### config.mk
export PLATFORM = sky130hd
export DESIGN_NAME = ro_pair_counter
export DESIGN_NICKNAME = d
export VERILOG_FILES = /design/src/rtl/ro_puf_pkg.sv /design/src/rtl/ro_edge_sync.sv /design/src/rtl/ro_pair_counter.sv
export SDC_FILE = /design/constraint.sdc
export NUM_CORES = 1
export LEC_CHECK = 0
export ABC_AREA = 1
export CAP_MARGIN = 30
export CORE_MARGIN = 1
export CORE_UTILIZATION = 40
export CTS_BUF_LIST = sky130_fd_sc_hd__clkbuf_4 sky130_fd_sc_hd__clkbuf_8
export CTS_CLUSTER_DIAMETER = 40
export DETAILED_ROUTE_END_ITERATION = 10
export HOLD_SLACK_MARGIN = 0.02
export PLACE_DENSITY_LB_ADDON = 0.1
export SLEW_MARGIN = 20
export SYNTH_ARGS = -nofsm -noshare
export SYNTH_HDL_FRONTEND = slang
export SYNTH_HIERARCHICAL = 1
export SYNTH_SLANG_ARGS = --single-unit
### constraint.sdc
create_clock -name clk -period 2.8 [get_ports clk]
set_input_delay 0.56 -clock clk [delete_from_list [all_inputs] [get_ports clk]]
set_output_delay 0.56 -clock clk [all_outputs]
set_load 0.01 [all_outputs]
### src/rtl/ro_puf_pkg.sv
// Shared types and defaults for the ring-oscillator PUF pair counter.
// Holds the FSM encoding and the timer width helper.
package ro_puf_pkg;

  localparam int CNT_W_DEF       = 16;
  localparam int WINDOW_DEF      = 4096;
  localparam int SETTLE_DEF      = 16;
  localparam int SYNC_STAGES_DEF = 2;

  typedef enum logic [1:0] {
    ST_IDLE,
    ST_SETTLE,
    ST_COUNT,
    ST_CMP
  } state_t;

  function automatic int tmr_w(input int window,
                               input int settle);
    int m;
    m = (window > settle) ? window : settle;
    return (m < 2) ? 1 : $clog2(m);
  endfunction

endpackage

### src/rtl/ro_edge_sync.sv
// Multi-stage synchronizer for an oscillator output
// with a one-cycle rising-edge pulse.
module ro_edge_sync #(
  parameter int STAGES = 2
) (
  input  logic clk,
  input  logic reset,
  input  logic din,
  output logic rise
);

  logic [STAGES-1:0] sync_q;
  logic              hist_q;

  always_ff @(posedge clk or negedge reset) begin
    if (!reset) begin
      sync_q <= '0;
      hist_q <= 1'b0;
    end else begin
      sync_q <= {sync_q[STAGES-2:0], din};
      hist_q <= sync_q[STAGES-1];
    end
  end

  assign rise = sync_q[STAGES-1] & ~hist_q;

endmodule

### src/rtl/ro_pair_counter.sv
// Counts edges of two ring oscillators over a fixed window
// and reports which one is faster.
module ro_pair_counter
  import ro_puf_pkg::*;
#(
  parameter int CNT_W       = CNT_W_DEF,
  parameter int WINDOW      = WINDOW_DEF,
  parameter int SETTLE      = SETTLE_DEF,
  parameter int SYNC_STAGES = SYNC_STAGES_DEF
) (
  input  logic             clk,
  input  logic             reset,
  input  logic             start,
  input  logic             ro_a,
  input  logic             ro_b,
  output logic             ro_enable,
  output logic             ro_reset,
  output logic             busy,
  output logic             done,
  output logic             response,
  output logic             tie,
  output logic [CNT_W-1:0] count_a,
  output logic [CNT_W-1:0] count_b
);

  localparam int TW = tmr_w(WINDOW, SETTLE);
  localparam logic [TW-1:0] SET_LD = TW'(SETTLE - 1);
  localparam logic [TW-1:0] WIN_LD = TW'(WINDOW - 1);
  localparam logic [CNT_W-1:0] CMAX = '1;

  state_t           state;
  logic [TW-1:0]    tmr;
  logic [CNT_W-1:0] cnt_a;
  logic [CNT_W-1:0] cnt_b;
  logic [CNT_W-1:0] nxt_a;
  logic [CNT_W-1:0] nxt_b;
  logic             rise_a;
  logic             rise_b;

  ro_edge_sync #(.STAGES(SYNC_STAGES)) u_sync_a (
    .clk   (clk),
    .reset (reset),
    .din   (ro_a),
    .rise  (rise_a)
  );

  ro_edge_sync #(.STAGES(SYNC_STAGES)) u_sync_b (
    .clk   (clk),
    .reset (reset),
    .din   (ro_b),
    .rise  (rise_b)
  );

  // Saturating increments; the last COUNT cycle's edge
  // is folded into the result latched on the CMP entry.
  always_comb begin
    nxt_a = cnt_a;
    nxt_b = cnt_b;
    if (rise_a && cnt_a != CMAX)
      nxt_a = cnt_a + 1'b1;
    if (rise_b && cnt_b != CMAX)
      nxt_b = cnt_b + 1'b1;
  end

  always_ff @(posedge clk or negedge reset) begin
    if (!reset) begin
      state     <= ST_IDLE;
      tmr       <= '0;
      cnt_a     <= '0;
      cnt_b     <= '0;
      ro_enable <= 1'b0;
      ro_reset  <= 1'b1;
      busy      <= 1'b0;
      done      <= 1'b0;
      response  <= 1'b0;
      tie       <= 1'b0;
      count_a   <= '0;
      count_b   <= '0;
    end else begin
      done <= 1'b0;
      unique case (state)
        ST_IDLE: begin
          if (start) begin
            state     <= ST_SETTLE;
            tmr       <= SET_LD;
            cnt_a     <= '0;
            cnt_b     <= '0;
            ro_enable <= 1'b1;
            ro_reset  <= 1'b0;
            busy      <= 1'b1;
          end
        end
        ST_SETTLE: begin
          if (tmr == '0) begin
            state <= ST_COUNT;
            tmr   <= WIN_LD;
          end else begin
            tmr <= tmr - 1'b1;
          end
        end
        ST_COUNT: begin
          cnt_a <= nxt_a;
          cnt_b <= nxt_b;
          if (tmr == '0) begin
            state     <= ST_CMP;
            ro_enable <= 1'b0;
            ro_reset  <= 1'b1;
            done      <= 1'b1;
            count_a   <= nxt_a;
            count_b   <= nxt_b;
            response  <= (nxt_a > nxt_b);
            tie       <= (nxt_a == nxt_b);
          end else begin
            tmr <= tmr - 1'b1;
          end
        end
        ST_CMP: begin
          state <= ST_IDLE;
          busy  <= 1'b0;
        end
        default: state <= ST_IDLE;
      endcase
    end
  end

endmodule

==> metrics.md <==
| Metric | Value |
|---|---|
| Setup Crit Path Kind | reg -> reg |
| Initial Util | 40.9% |
| Nets@finish | 710 |
| Largest net degree at the start of global routing | 70 |
| Post-Syn Instances | 590 |
| Synth async-reset ratio | 100% |
| Pins Over Slew Limit | 0 |
| CTS tree | done |
| Worst endpoint required time | between 3 and 4 ns |
| Die ar. | about 13000 um^2 |
| Number of max-cap violations | 0 |
| Rel. slew slack | approximately 70% |
| Clk pwr share | 16.0% |
| Post-Layout Cell Count | around 840 |
| Global-route wire length before repair | between 15000 and 20000 um |
| Final setup vio count | 0 |
| Grt total ovfl | 0 |
| Clock-pin slew on the worst setup and hold paths | ~0.090 ns |
| Vias | a little over 4000 |
| Core area | approximately 12000 um^2 |
| Die width | 113 um |
| Post-CTS Hold Fix Bufs | 0 |
| Yosys warnings | 6 |
| Yosys cell types | 36 |
| Flop2flop setup slack | slightly below 0.09 ns |
| Htree depth | 3 |
| Pin slew with the least headroom to its limit | roughly 0.44 ns |
| Post-route ant nets | 0 |
| Area delta synth->final | 26.9% |
| Internal Power | roughly 3.4 mW |
| Placed instance count | ~800 |
| PnR worst setup slack | 0.0888 ns |
| DIE HEIGHT | ~110 um |
| Worst slack, placed | -0.0891 ns |
| Post-synth EDFFs | 0 |
| RSZ-0062 raised after global routing | true |
| Syn Area/Cell | between 8 and 9 um^2 |
| FP Rows | 40 |
| Number of vias per cell | between 4 and 5 |
| Post-synth net total | around 620 |
| CTS Buffer Depth | 2 |
| Fin crit share | between 90% and 100% |
| TritonCTS Buffers | 9 |
| Share of the synthesized area in the top cell type | between 40% and 50% |
| Largest area contributor in the netlist | dfrtp_1 |
| Worst Hold Class | in -> async |
| Pwr per Cell Area | between 900 and 1000 nW/um^2 |
| Flops & latches, synth | 90 |
| Seq. cell area | about 2300 um^2 |
| VDD IR max | 0.362 mV |
| Critical path fanouts, max | 3 |
| DR pass1 iterations | 4 |
| R2R Path Start | cnt_a[14] |
| Multi-input logic area | between 2000 and 2500 um^2 |
| Worst r2r path cells | 18 |
| Synth top area cells | dfrtp_1 46%, nand2_1 9.4%, inv_1 7.4%, o21ai_0 5.7%, ha_1 5.6% |
| Sw power | 2.46 mW |
| Total Wirelength | roughly 12000 um |
| Sw frac | approximately two fifths |
| Root buf cell | clkbuf_8 |
| Tmin final | 2.71 ns |
| Outcome | finished, final reports clean |
| # IOs | 43 |
| Initial antenna violation count | 0 |
| Main synth FF type | dfrtp_1 |
| # diodes | 0 |
| Sequential Power Share | 33.4% |
| P_leak | ~2.9 nW |
| Drc violations | 0 |
| Combinational share of power | roughly half |
| Vias in the first global route | between 4000 and 5000 |
| FMAX | about 370 MHz |
| Final GP Congestion | around 0.86 |
| DR iter-0 viols | 175 |
| FILL cells | approximately 1200 |
| CTS sink count | 90 |
| Routed wire per std cell | approximately 14 um |
| Worst setup SP type | flip-flop |
| Clk_lat worst skew | ~0.39 ns |
| Syn Std Cell Area | around 5000 um^2 |
| Share of cells above drive strength 1 | about a fifth |
| Register area share after synthesis | between 40% and 50% |
| Arrival @ worst endpoint | 2.98 ns |
| DP Wirelength | 8580 um |
| Fin. Hold Viols | 0 |
| Worst Clk Skew | 0.0125 ns |
| Overall routing resource usage | roughly 20% |
| Capturing point of the worst reg2reg path | response |
| Port Buffer Count | 42 |
| Crit path capture type | flip-flop |
layout by cell type (no fill, tap or decap), types with 9 or more instances in the layout:
master and instances:
nand2_2 16, dfrtp_1 89, nor2_2 11, o21ai_1 10
a21oi_1 16, nand3_1 9, inv_2 11, clkdlybuf4s50_1 41
clkbuf_8 11, o22ai_1 31, o21ai_0 56, nand2_1 118
ha_1 18, xor2_1 20, buf_4 52, nor2_1 27
inv_1 95
flip-flops by register name, summed over array words and instances (netlist names):
signal	count
busy	1
cnt_a	16
cnt_b	16
count_a	16
count_b	16
done	1
response	1
ro_enable	1
ro_reset	1
state	2
tie	1
tmr	12
u_sync_a/hist_q	1
u_sync_a/sync_q	2
u_sync_b/hist_q	1
u_sync_b/sync_q	2
stage by stage:
| step | util [%] | hold WS (ns) | total power [mW] | TNS, ns | instance area [um^2] |
|---|---|---|---|---|---|
| after detailed placement | 48.3 | 0.336 | 4.81 | -0.127 | 5780 |
| after floorplan | - | 0.264 | 3.69 | 0 | 4890 |
| after CTS | 50.7 | 0.0474 | 5.84 | 0 | 6060 |
| after global routing | 51.9 | 0.0624 | 6.38 | -0.155 | 6210 |
| after global placement | 48.3 | 0.335 | 4.76 | -0.104 | 5780 |
| final | 51.9 | 0.0524 | 5.89 | 0 | 6210 |
worst max-delay path: stages (launching register included):
cell and delay [ns]:
dfrtp_1 0.41, nand2_1 0.15, nor2_1 0.07, nand2_1 0.13
o21ai_4 0.09, inv_2 0.10, nand4_4 0.10, nor2_4 0.16
nand2_2 0.08, xor2_2 0.22, inv_2 0.07, ha_4 0.27
nand4_1 0.12, nor3_2 0.23, nand2_1 0.08, nor2_1 0.09
a31oi_1 0.10, nand2_1 0.08, nand2_1 0.04
metal layers:
layer / part of all wire [%] / global-route usage [%] / vias to the layer above
met4: 1.9 / 8.98 / 0
li1: - / - / 2077
met3: 2.3 / 3.08 / 13
met5: 0 / 0 / -
met1: 48 / 26.2 / 1954
met2: 48 / 33.4 / 51
power by group through the flow:
| stage | registers, mW | clock network [mW] | logic (mW) |
|---|---|---|---|
| after global placement | 1.98 | 0 | 2.78 |
| after global routing | 2.02 | 1.02 | 3.34 |
| final | 1.97 | 0.943 | 2.98 |
| after floorplan | 2.05 | 0 | 1.64 |
| after detailed placement | 1.99 | 0 | 2.82 |
| after CTS | 1.96 | 0.977 | 2.90 |
kinds of logic (layout without fill, tap and decap cells):
group	Yosys count	after routing	share of synthesized area [%]
adders and majority gates	22	22	5.63
AOI/OAI and AO/OA	123	123	14.3
DFF	90	90	46.0
xor gates and xnor gates	28	28	5.32
buffers and inverters	118	216	9.05
and+or+nand+nor	209	209	19.7
cell usage after synthesis, types with 10 or more instances:
master and number:
o21ai_0 56, o21ai_1 12, nand3_1 10, xor2_1 25
inv_1 97, ha_1 22, nand2_2 12, nand2_1 122
a21oi_1 16, nor2_1 30, clkbuf_1 12, nor2_2 11
dfrtp_1 89, o22ai_1 31
worst max-delay path by stage:
stage          slack (ns)       from  endpoint  depth (start not counted)
3_3_place_gp        -0.07   cnt_a[0]  response                         18
6_report             0.09  cnt_a[14]  response                         18
4_1_cts            0.0005   cnt_a[0]  response                         19
3_5_place_dp        -0.09   cnt_a[0]  response                         18
2_1_floorplan        0.12   cnt_a[0]  response                         19
5_1_grt             -0.10   cnt_a[1]  response                         20
final cells by class:
class	instances	share of cell area, %
clock buffers	12	2.56
clock inverters	4	0.806
inverters	106	6.41
multi-input cells	382	37.7
flip-flops and latches	90	36.3
well taps	147	2.96
repair buffers	94	13.2
timing repair:
item | CTS | global route
buffers inserted | 5 | 5
endpoints found under the setup margin | 2 | 2
endpoints found under the hold margin | 0 | 0
resized for setup | 6 | 22
pin swaps | 1 | 16
Note: power is estimated with default switching activity, not from simulation.
==> edit, RTL diff (same flow settings) <==
The package constant `SETTLE_DEF` goes from 16 to 8.
--- a/src/rtl/ro_puf_pkg.sv
+++ b/src/rtl/ro_puf_pkg.sv
@@ -6,3 +6,3 @@
   localparam int WINDOW_DEF      = 4096;
-  localparam int SETTLE_DEF      = 16;
+  localparam int SETTLE_DEF      = 8;
   localparam int SYNC_STAGES_DEF = 2;
Behaviour: no difference found for any inputs over 10 cycles, from zero or initial values and one cycle with reset low; that may be too few to reach the edited logic, so the function may still have changed.
==> edit against the original RTL <==
- area after synthesis is 2.8% higher
- synthesized cell count increased by 1.4%
- routed wire length rose by 1.1%
- sequential share of layout area down 1.1 points
- setup slack got worse by 0.061 ns
- clock power up 5.7%
- die area increased by 2.7%
- sequential cell count unchanged
- cell area grew 3.3%
- total power increased by 6.2%
- first-iteration DRC count fell by 1.7%
- largest cell class unchanged
- highest routed layer unchanged
==> edit: results (changes against the original RTL) <==
Power
  – Power Combinational: 3.22 mW (was 2.98 mW)
  – P_seq: 2.04 mW (was 1.97 mW)
  – Net Sw Frac: 41.27% (was 41.69%)
  – Peak VDD IR: 0.5653 mV (was 0.3624 mV)
  – Pwr/cell area: 976.1 nW/µm² (was 948.8 nW/µm²)
  – Leak: 3.005 nW (was 2.940 nW)

CTS
  – Htree depth: 3 (unchanged)
  – Clock-pin slew on the worst setup and hold paths: 0.09 ns (about the same)
  – Clk buf depth: 2 (unchanged)
  – Clock root buffer: clkbuf_8 (unchanged)
  – CTS resizes: 2 (was 6)
  – CTS Buf Count: 9 (unchanged)
  – Setup repair bufs after CTS: 2 (was 5)
  – Worst-Skew Late Latency: 0.37 ns (was 0.39 ns)

Global routing
  – Grt met3 use: 3.282% (was 3.078%)
  – Tot GR Track Use: 19.75% (was 20.17%)
  – First-pass GRT wire length: 20090 µm (was 19910 µm)
  – GR Util met2: 31.72% (was 33.37%)
  – Largest net degree at the start of global routing: 91 (was 70)
  – Vias in the first global route: 4133 (was 4161)
  – Initial antenna violation count: 0 (unchanged)
  – GR Layer Usage met1: 26.87% (was 26.18%)

Placed design
  – Placer congestion estimate: 0.8334 (was 0.8604)
  – Area after DPL: 5926 µm² (was 5782 µm²)
  – IO buf count: 42 (unchanged)
  – DPL Wire Length: 8499 µm (was 8577 µm)
  – Post-place setup slack: -0.06517 ns (was -0.08914 ns)
  – Placed Cells: 834 (was 809)

Layout
  – Share of cells above drive strength 1: 23.67% (was 20.49%)
  – # diodes: 0 (unchanged)
  – Fin cells: 865 (was 835)
  – Nets: 719 (was 710)

Logic synthesis
  – Asr flop ratio synth: 100.0% (unchanged)
  – Synth Area in Compound Gates: 14.16% (was 14.27%)
  – Mux cell area share after synthesis: 0% (unchanged)
  – Synth top area cells: dfrtp_1, nand2_1, inv_1, ha_1, o21ai_0 (was dfrtp_1, nand2_1, inv_1, o21ai_0, ha_1)
  – Register area share after synthesis: 44.81% (was 46.05%)
  – Top FF cell, synth: dfrtp_1 (unchanged)
  – Post-Synth Adder-Cell Area: 5.474% (was 5.625%)
  – Distinct cells, synth: 40 (was 36)
  – Top cells by count, synth: nand2_1, inv_1, dfrtp_1 (unchanged)
  – Synth Net Count: 625 (was 617)
  – Mapped Avg Cell Area: 8.409 µm² (was 8.294 µm²)
  – Xor-xnor portion of the synthesized cell area: 5.275% (was 5.318%)

Critical path
  – CP arrival: 3.04 ns (was 2.98 ns)
  – Crit path max fanout: 4 (was 3)

Drt
  – WL met3: 343 µm (was 270 µm)
  – Routed wire length: 11930 µm (was 11800 µm)
  – WL met1: 5819 µm (was 5647 µm)
  – Via Count: 4162 (was 4095)
  – Met2 WL: 5595 µm (was 5657 µm)
  – Initial DRC count: 172 (was 175)
  – First-pass DRT Iterations: 4 (unchanged)

Timing
  – Skew final: 0.007528 ns (was 0.01246 ns)
  – Worst slew margin: 38.82% (was 70.09%)

Min path
  – Hold Path Class: input port to async pin (unchanged)

Run status
  – Outcome: finished clean (unchanged)
-- edit: cell count changes in the layout (fill, tap and decap cells not counted), moves of 3 or more --
cell and delta:
nand2_1 -6, nand2_2 +10, nand4_1 +3, o21ai_0 -10, o21ai_1 +4, o21ai_2 +3
-- edit: cell type report --
type,count,area [µm²]
Timing Repair Buffer,95,848.3
Fill cell,1193,5700
Sequential cell,90,2253
Inverter,108,407.9
Multi-Input combinational cell,388,2469
Clock inverter,5,77.57
Clock buffer,11,145.1
Tap cell,168,210.2
-- edit: worst paths after layout --
check	startpoint	to	slack (ns)	cells past startpoint
setup / recovery	cnt_a[1]$_DFFE_PN0P_	response$_DFFE_PN0P_	0.03	20
hold / removal	reset	u_sync_a/sync_q[1]$_DFF_PN0_	0.20	2
setup reg to reg	cnt_a[1]$_DFFE_PN0P_	response$_DFFE_PN0P_	0.03	20
hold reg to reg	u_sync_a/sync_q[0]$_DFF_PN0_	u_sync_a/sync_q[1]$_DFF_PN0_	0.36	0
max in group asynchronous	reset	ro_reset$_DFFE_PN1P_	2.17	2
min in group clk	u_sync_a/sync_q[0]$_DFF_PN0_	u_sync_a/sync_q[1]$_DFF_PN0_	0.36	0
-- edit: worst max-delay path: stages, from the launching register on --
cell and delay, ns:
dfrtp_1 0.40, ha_2 0.20, nand2_2 0.08, nor2_4 0.04, nand2_2 0.08, o21ai_4 0.08
buf_6 0.14, nor3_4 0.21, nand3_2 0.13, o21ai_2 0.17, nand2_2 0.09, ha_4 0.28
nand2_2 0.06, inv_2 0.06, nand2_2 0.06, nor3_4 0.18, nand2_1 0.08, nor2_1 0.11
a31oi_2 0.11, nand2_1 0.08, nand2_1 0.04
